`config.mk`:
```
export PLATFORM = sky130hd
export DESIGN_NAME = byte_stream_packer
export DESIGN_NICKNAME = d
export VERILOG_FILES = /design/src/rtl/byte_stream_packer.sv
export SDC_FILE = /design/constraint.sdc
export NUM_CORES = 1
export LEC_CHECK = 0
export BUFFER_PORTS_ARGS = -buffer_cell sky130_fd_sc_hd__buf_4
export CORE_AREA = 2 2 86 88
export DETAILED_ROUTE_END_ITERATION = 16
export DIE_AREA = 0 0 88 90
export PLACE_DENSITY = 0.7
export SLEW_MARGIN = 40
export SYNTH_ARGS = -nofsm -noshare
export SYNTH_HDL_FRONTEND = slang
export SYNTH_SLANG_ARGS = --single-unit
```
`constraint.sdc`:
```
create_clock -name clk -period 4.3 [get_ports clk]
set_input_delay 0.86 -clock clk [delete_from_list [all_inputs] [get_ports clk]]
set_output_delay 0.86 -clock clk [all_outputs]
set_load 0.02 [all_outputs]
```
`src/rtl/byte_stream_packer.sv`:
```
// Packs a valid/ready byte stream into OUTPUT_BYTES-wide words with selectable
// byte order, per-lane keep and a last flag; s_last flushes a short word.
module byte_stream_packer #(
    parameter int unsigned BYTE_SIZE    = 8,
    parameter int unsigned OUTPUT_BYTES = 4,
    parameter bit          BIG_ENDIAN   = 1'b1
) (
    input  logic                              clk,
    input  logic                              rst_n,
    input  logic [BYTE_SIZE-1:0]              s_data,
    input  logic                              s_valid,
    input  logic                              s_last,
    output logic                              s_ready,
    output logic [OUTPUT_BYTES*BYTE_SIZE-1:0] m_data,
    output logic [OUTPUT_BYTES-1:0]           m_keep,
    output logic                              m_last,
    output logic                              m_valid,
    input  logic                              m_ready
);

    localparam int unsigned DW = OUTPUT_BYTES * BYTE_SIZE;
    localparam int unsigned CW = $clog2(OUTPUT_BYTES);
    localparam logic [CW-1:0] LAST_CNT = CW'(OUTPUT_BYTES - 1);

    logic [CW-1:0]           cnt_q, cnt_d;
    logic [CW-1:0]           lane;
    logic [DW-1:0]           acc_q, acc_d, acc_wr;
    logic [OUTPUT_BYTES-1:0] keep_q, keep_d, keep_wr;
    logic [DW-1:0]           m_data_q, m_data_d;
    logic [OUTPUT_BYTES-1:0] m_keep_q, m_keep_d;
    logic                    m_last_q, m_last_d;
    logic                    m_valid_q, m_valid_d;
    logic                    accept;
    logic                    complete;

    // A pending word that is not being taken blocks the input.
    assign s_ready  = !m_valid_q || m_ready;
    assign accept   = s_valid && s_ready;
    assign complete = accept && ((cnt_q == LAST_CNT) || s_last);
    assign lane     = BIG_ENDIAN ? (LAST_CNT - cnt_q) : cnt_q;

    // Accumulator and keep with the incoming byte merged into its lane.
    always_comb begin
        acc_wr  = acc_q;
        keep_wr = keep_q;
        for (int k = 0; k < int'(OUTPUT_BYTES); k++) begin
            if (lane == CW'(k)) begin
                acc_wr[k*BYTE_SIZE +: BYTE_SIZE] = s_data;
                keep_wr[k]                       = 1'b1;
            end
        end
    end

    always_comb begin
        cnt_d     = cnt_q;
        acc_d     = acc_q;
        keep_d    = keep_q;
        m_data_d  = m_data_q;
        m_keep_d  = m_keep_q;
        m_last_d  = m_last_q;
        m_valid_d = m_valid_q;

        if (m_valid_q && m_ready) begin
            m_valid_d = 1'b0;
        end

        if (complete) begin
            m_data_d  = acc_wr;
            m_keep_d  = keep_wr;
            m_last_d  = s_last;
            m_valid_d = 1'b1;
            acc_d     = '0;
            keep_d    = '0;
            cnt_d     = '0;
        end else if (accept) begin
            acc_d  = acc_wr;
            keep_d = keep_wr;
            cnt_d  = cnt_q + CW'(1);
        end
    end

    always_ff @(posedge clk or negedge rst_n) begin
        if (!rst_n) begin
            cnt_q     <= '0;
            acc_q     <= '0;
            keep_q    <= '0;
            m_data_q  <= '0;
            m_keep_q  <= '0;
            m_last_q  <= 1'b0;
            m_valid_q <= 1'b0;
        end else begin
            cnt_q     <= cnt_d;
            acc_q     <= acc_d;
            keep_q    <= keep_d;
            m_data_q  <= m_data_d;
            m_keep_q  <= m_keep_d;
            m_last_q  <= m_last_d;
            m_valid_q <= m_valid_d;
        end
    end

    assign m_data  = m_data_q;
    assign m_keep  = m_keep_q;
    assign m_last  = m_last_q;
    assign m_valid = m_valid_q;

endmodule
```
==> results.sh <==
export IMPL_outcome="finished, final reports clean"
export IMPL_io_pins=52
export IMPL_cts_buffers=9
export IMPL_grt_pass1_vias=2257
export IMPL_holdWs_ns=0.486
export IMPL_wirelength_mm=7.38
export IMPL_place_congestion=0.770
export IMPL_syn_mean_instance_area_sq_um=12.3
export IMPL_synth_seq_area_share_pct=56.4
export IMPL_end_kind="flop"
export IMPL_r2r_end="acc_q[10]"
export IMPL_power_density_cell_area_mw_per_mm2=575
export IMPL_simple_logic_cell_fraction_of_the_synthesized_area_pct=5.04
export IMPL_layout_cells_most_common="sky130_fd_sc_hd__dfrtp_1"
export IMPL_critical_path_reg2reg_startpoint="cnt_q[1]"
export IMPL_max_vdd_ir_drop_mv=0.251
export IMPL_layout_common_cells="76 x sky130_fd_sc_hd__dfrtp_1, 52 x sky130_fd_sc_hd__buf_4, 38 x sky130_fd_sc_hd__a31oi_1"
export IMPL_critical_path_buf_inv_count=1
export IMPL_yosys_mux_area_fraction_pct=9.79
export IMPL_core_rowCount=31
export IMPL_placeableCoreArea_sq_mm=0.00702
export IMPL_instances_no_fill=416
export IMPL_critPathMaxFanout=22
export IMPL_max_freq_ghz=0.394
export IMPL_report_final_slew_viol_count=0
export IMPL_hold_viol=0
export IMPL_layout_nets=329
export IMPL_syn_area_sq_mm=0.00337
export IMPL_cts_tree="yes"
export IMPL_setup_viol=0
export IMPL_final_design_area_no_fill_sq_mm=0.00398
export IMPL_first_pass_iters=4
export IMPL_tightestPinTransition_ns=0.697
export IMPL_headroom_to_the_max_slew_limit_pct=53.6
export IMPL_timing_final_crit_period_ns=2.53
export IMPL_max_cap_violations=0
export IMPL_drt_initial_drc_count=206
export IMPL_yosys_area_share_xor_xnor_pct=0
export IMPL_grt_pass1_wl_mm=12.3
export IMPL_cp_arrival_ns=2.77
export IMPL_detailed_route_via_count=2335
export IMPL_detail_route_wl_per_cell_microns=17.8
export IMPL_fin_worst_skew_ns=0.00565
export IMPL_worst_setup_hold_path_clk_slew_ns=0.07
export IMPL_synth_top_family_by_area="compound AO/OA/AOI/OAI gates"
export IMPL_cts_repair_resize_count=0
export IMPL_post_synth_num_cell_types=25
export IMPL_holdCritStartpoint="acc_q[3]"
export IMPL_clk_path_buf_depth=2
export IMPL_crit_family="simple AND/OR/NAND/NOR gates"
export IMPL_final_antenna_net_count=0
export IMPL_cts_root_buffer_cell="sky130_fd_sc_hd__clkbuf_8"
export IMPL_synthCells=275
export IMPL_dpl_cell_count=400
export IMPL_die_width_microns=88
export IMPL_worst_path_largest_cell_delay_ns=0.64
export IMPL_dieArea_sq_mm=0.00792
export IMPL_type_of_element_launching_the_critical_path="flop"
export IMPL_period_share_pct=59.0
export IMPL_critical_path_class="reg2reg"
export IMPL_post_route_cells_drive_above_1_share_pct=28.7
export IMPL_hold_buffers=0
export IMPL_finalPower_mw=2.29
export IMPL_grt_start_max_net_pins=77
export IMPL_postSynthRegisterBits=76
export IMPL_hpwlAfterDp_mm=4.49
export IMPL_p_leak_nw=1.77
export IMPL_timing_hold_worst_path_depth=1
export IMPL_worstRegToRegCells=5
export IMPL_diodes=0
export IMPL_grtUsageTotal_pct=20.3
export IMPL_critical_path_required_ns=4.54
export IMPL_crit_path_start="cnt_q[1]"
export IMPL_die_h_microns=90
export IMPL_grt_antenna_before_repair=0
export IMPL_worstHoldPathType="reg2reg"
export IMPL_numPortBuffers=51
export IMPL_clock_insertion_delay_worst_skew_ns=0.35
export IMPL_global_route_overflow_total=0
export IMPL_crit_path_top_delay_cell="sky130_fd_sc_hd__or2_1"
export IMPL_floorplan_initialDensity_pct=48.1
export IMPL_cts_sink_count=76
export IMPL_synthAdderAreaFrac_pct=1.48
export IMPL_unrepaired_setup_endpoints_after_global_routing="no"
export IMPL_vias_per_cell=5.61
export IMPL_detail_route_drc_violations=0
export IMPL_synth_compound_gate_area_share_pct=22.6
export IMPL_yosysWarnings=0
export IMPL_tns_ns=0
export IMPL_layout_area_overhead_vs_synth_pct=18.0
export IMPL_critical_path_cell_chain="ha_1 -> or2_1 -> buf_4 -> o211ai_2 -> a22o_1"
export IMPL_r2r_setup_slack_ns=1.77
export IMPL_htreeDepth=3
export IMPL_min_to="acc_q[3]"
export IMPL_synth_fp_nets=292
export IMPL_post_cts_setup_buffer_count=0
export IMPL_area_of_placed_instances_sq_mm=0.00375
-- worst max-delay path by stage --
stage / end / cells after the start / slack [ns]
floorplan: s_ready / 3 / 1.94
global placement: s_ready / 3 / 1.79
detailed placement: acc_q[10] / 5 / 1.76
CTS: acc_q[24] / 5 / 1.75
global route: m_data[28] / 4 / 1.54
finish: acc_q[10] / 5 / 1.77
-- report_power, final --
group / switching, mW / internal, mW / leakage, nW / total, mW
combinational: 0.401 / 0.299 / 0.701 / 0.700
sequential: 0.0872 / 0.864 / 0.958 / 0.951
clock: 0.254 / 0.386 / 0.111 / 0.641
total: 0.742 / 1.55 / 1.77 / 2.29
-- state kept, by name, summed over array words and instances, names as in the netlist --
signal   count
acc_q       32
m_valid      1
m_last       1
keep_q       4
cnt_q        2
m_data      32
m_keep       4
-- worst reg2reg max path, cell delays in order (launching register included) --
cell,delay (ns)
sky130_fd_sc_hd__dfrtp_1,0.38
sky130_fd_sc_hd__ha_1,0.53
sky130_fd_sc_hd__or2_1,0.64
sky130_fd_sc_hd__buf_4,0.40
sky130_fd_sc_hd__o211ai_2,0.22
sky130_fd_sc_hd__a22o_1,0.26
-- cell families (layout without fill, tap and decap cells) --
| family | count (synthesis) | after routing |
|---|---|---|
| AO/OA/AOI/OAI | 104 | 104 |
| buffers and inverters | 29 | 71 |
| multiplexers | 33 | 33 |
| AND/OR/NAND/NOR | 29 | 29 |
| flip-flops | 76 | 76 |
| adder cells (fa/ha/maj) | 4 | 4 |
-- per-stage QoR --
stage               worst slack [ns]  util (%)
finish                          1.77      56.7
global route                    1.54      56.7
CTS                             1.75      56.7
detailed placement              1.76      53.4
global placement                1.79      53.4
floorplan                       1.94         -
-- Yosys cell counts --
master | number | area [sq um]
sky130_fd_sc_hd__mux2i_1 | 33 | 330
sky130_fd_sc_hd__and4_1 | 3 | 26.3
sky130_fd_sc_hd__a211oi_1 | 1 | 7.51
sky130_fd_sc_hd__nand2_1 | 1 | 3.75
sky130_fd_sc_hd__a21oi_2 | 20 | 175
sky130_fd_sc_hd__buf_2 | 14 | 70.1
sky130_fd_sc_hd__o211ai_2 | 3 | 37.5
sky130_fd_sc_hd__ha_1 | 4 | 50.1
sky130_fd_sc_hd__buf_6 | 3 | 33.8
sky130_fd_sc_hd__a22o_1 | 25 | 219
sky130_fd_sc_hd__nand4_1 | 1 | 6.26
sky130_fd_sc_hd__dfrtp_1 | 76 | 1900
sky130_fd_sc_hd__and2_1 | 10 | 62.6
sky130_fd_sc_hd__or2_1 | 1 | 6.26
sky130_fd_sc_hd__clkbuf_1 | 7 | 26.3
sky130_fd_sc_hd__a31oi_1 | 38 | 238
sky130_fd_sc_hd__nand2b_1 | 1 | 6.26
sky130_fd_sc_hd__inv_1 | 2 | 7.51
sky130_fd_sc_hd__nor2_1 | 8 | 30.0
sky130_fd_sc_hd__o21ai_0 | 1 | 5.00
sky130_fd_sc_hd__nor3b_1 | 1 | 7.51
sky130_fd_sc_hd__and3_4 | 1 | 11.3
sky130_fd_sc_hd__nand3_1 | 2 | 10.0
sky130_fd_sc_hd__buf_4 | 3 | 22.5
sky130_fd_sc_hd__a21oi_1 | 16 | 80.1
-- layout make-up --
| type | count | area, sq um |
|---|---|---|
| timing repair buffer | 53 | 402 |
| tap | 99 | 124 |
| multi-input combinational | 170 | 1320 |
| sequential | 76 | 1900 |
| clock buffer | 12 | 135 |
| fill | 610 | 3040 |
| clock inverter | 4 | 97.6 |
| inverter | 2 | 7.51 |
-- metal layers --
metal  up-vias  GRT usage (%)  wire, microns
met5         -              0              0
met4         0           7.31             74
met3         7           3.49            460
met2        63           29.4           3490
met1      1160           30.6           3360
li1       1105              -              -
(Power assumes the default switching activity.)
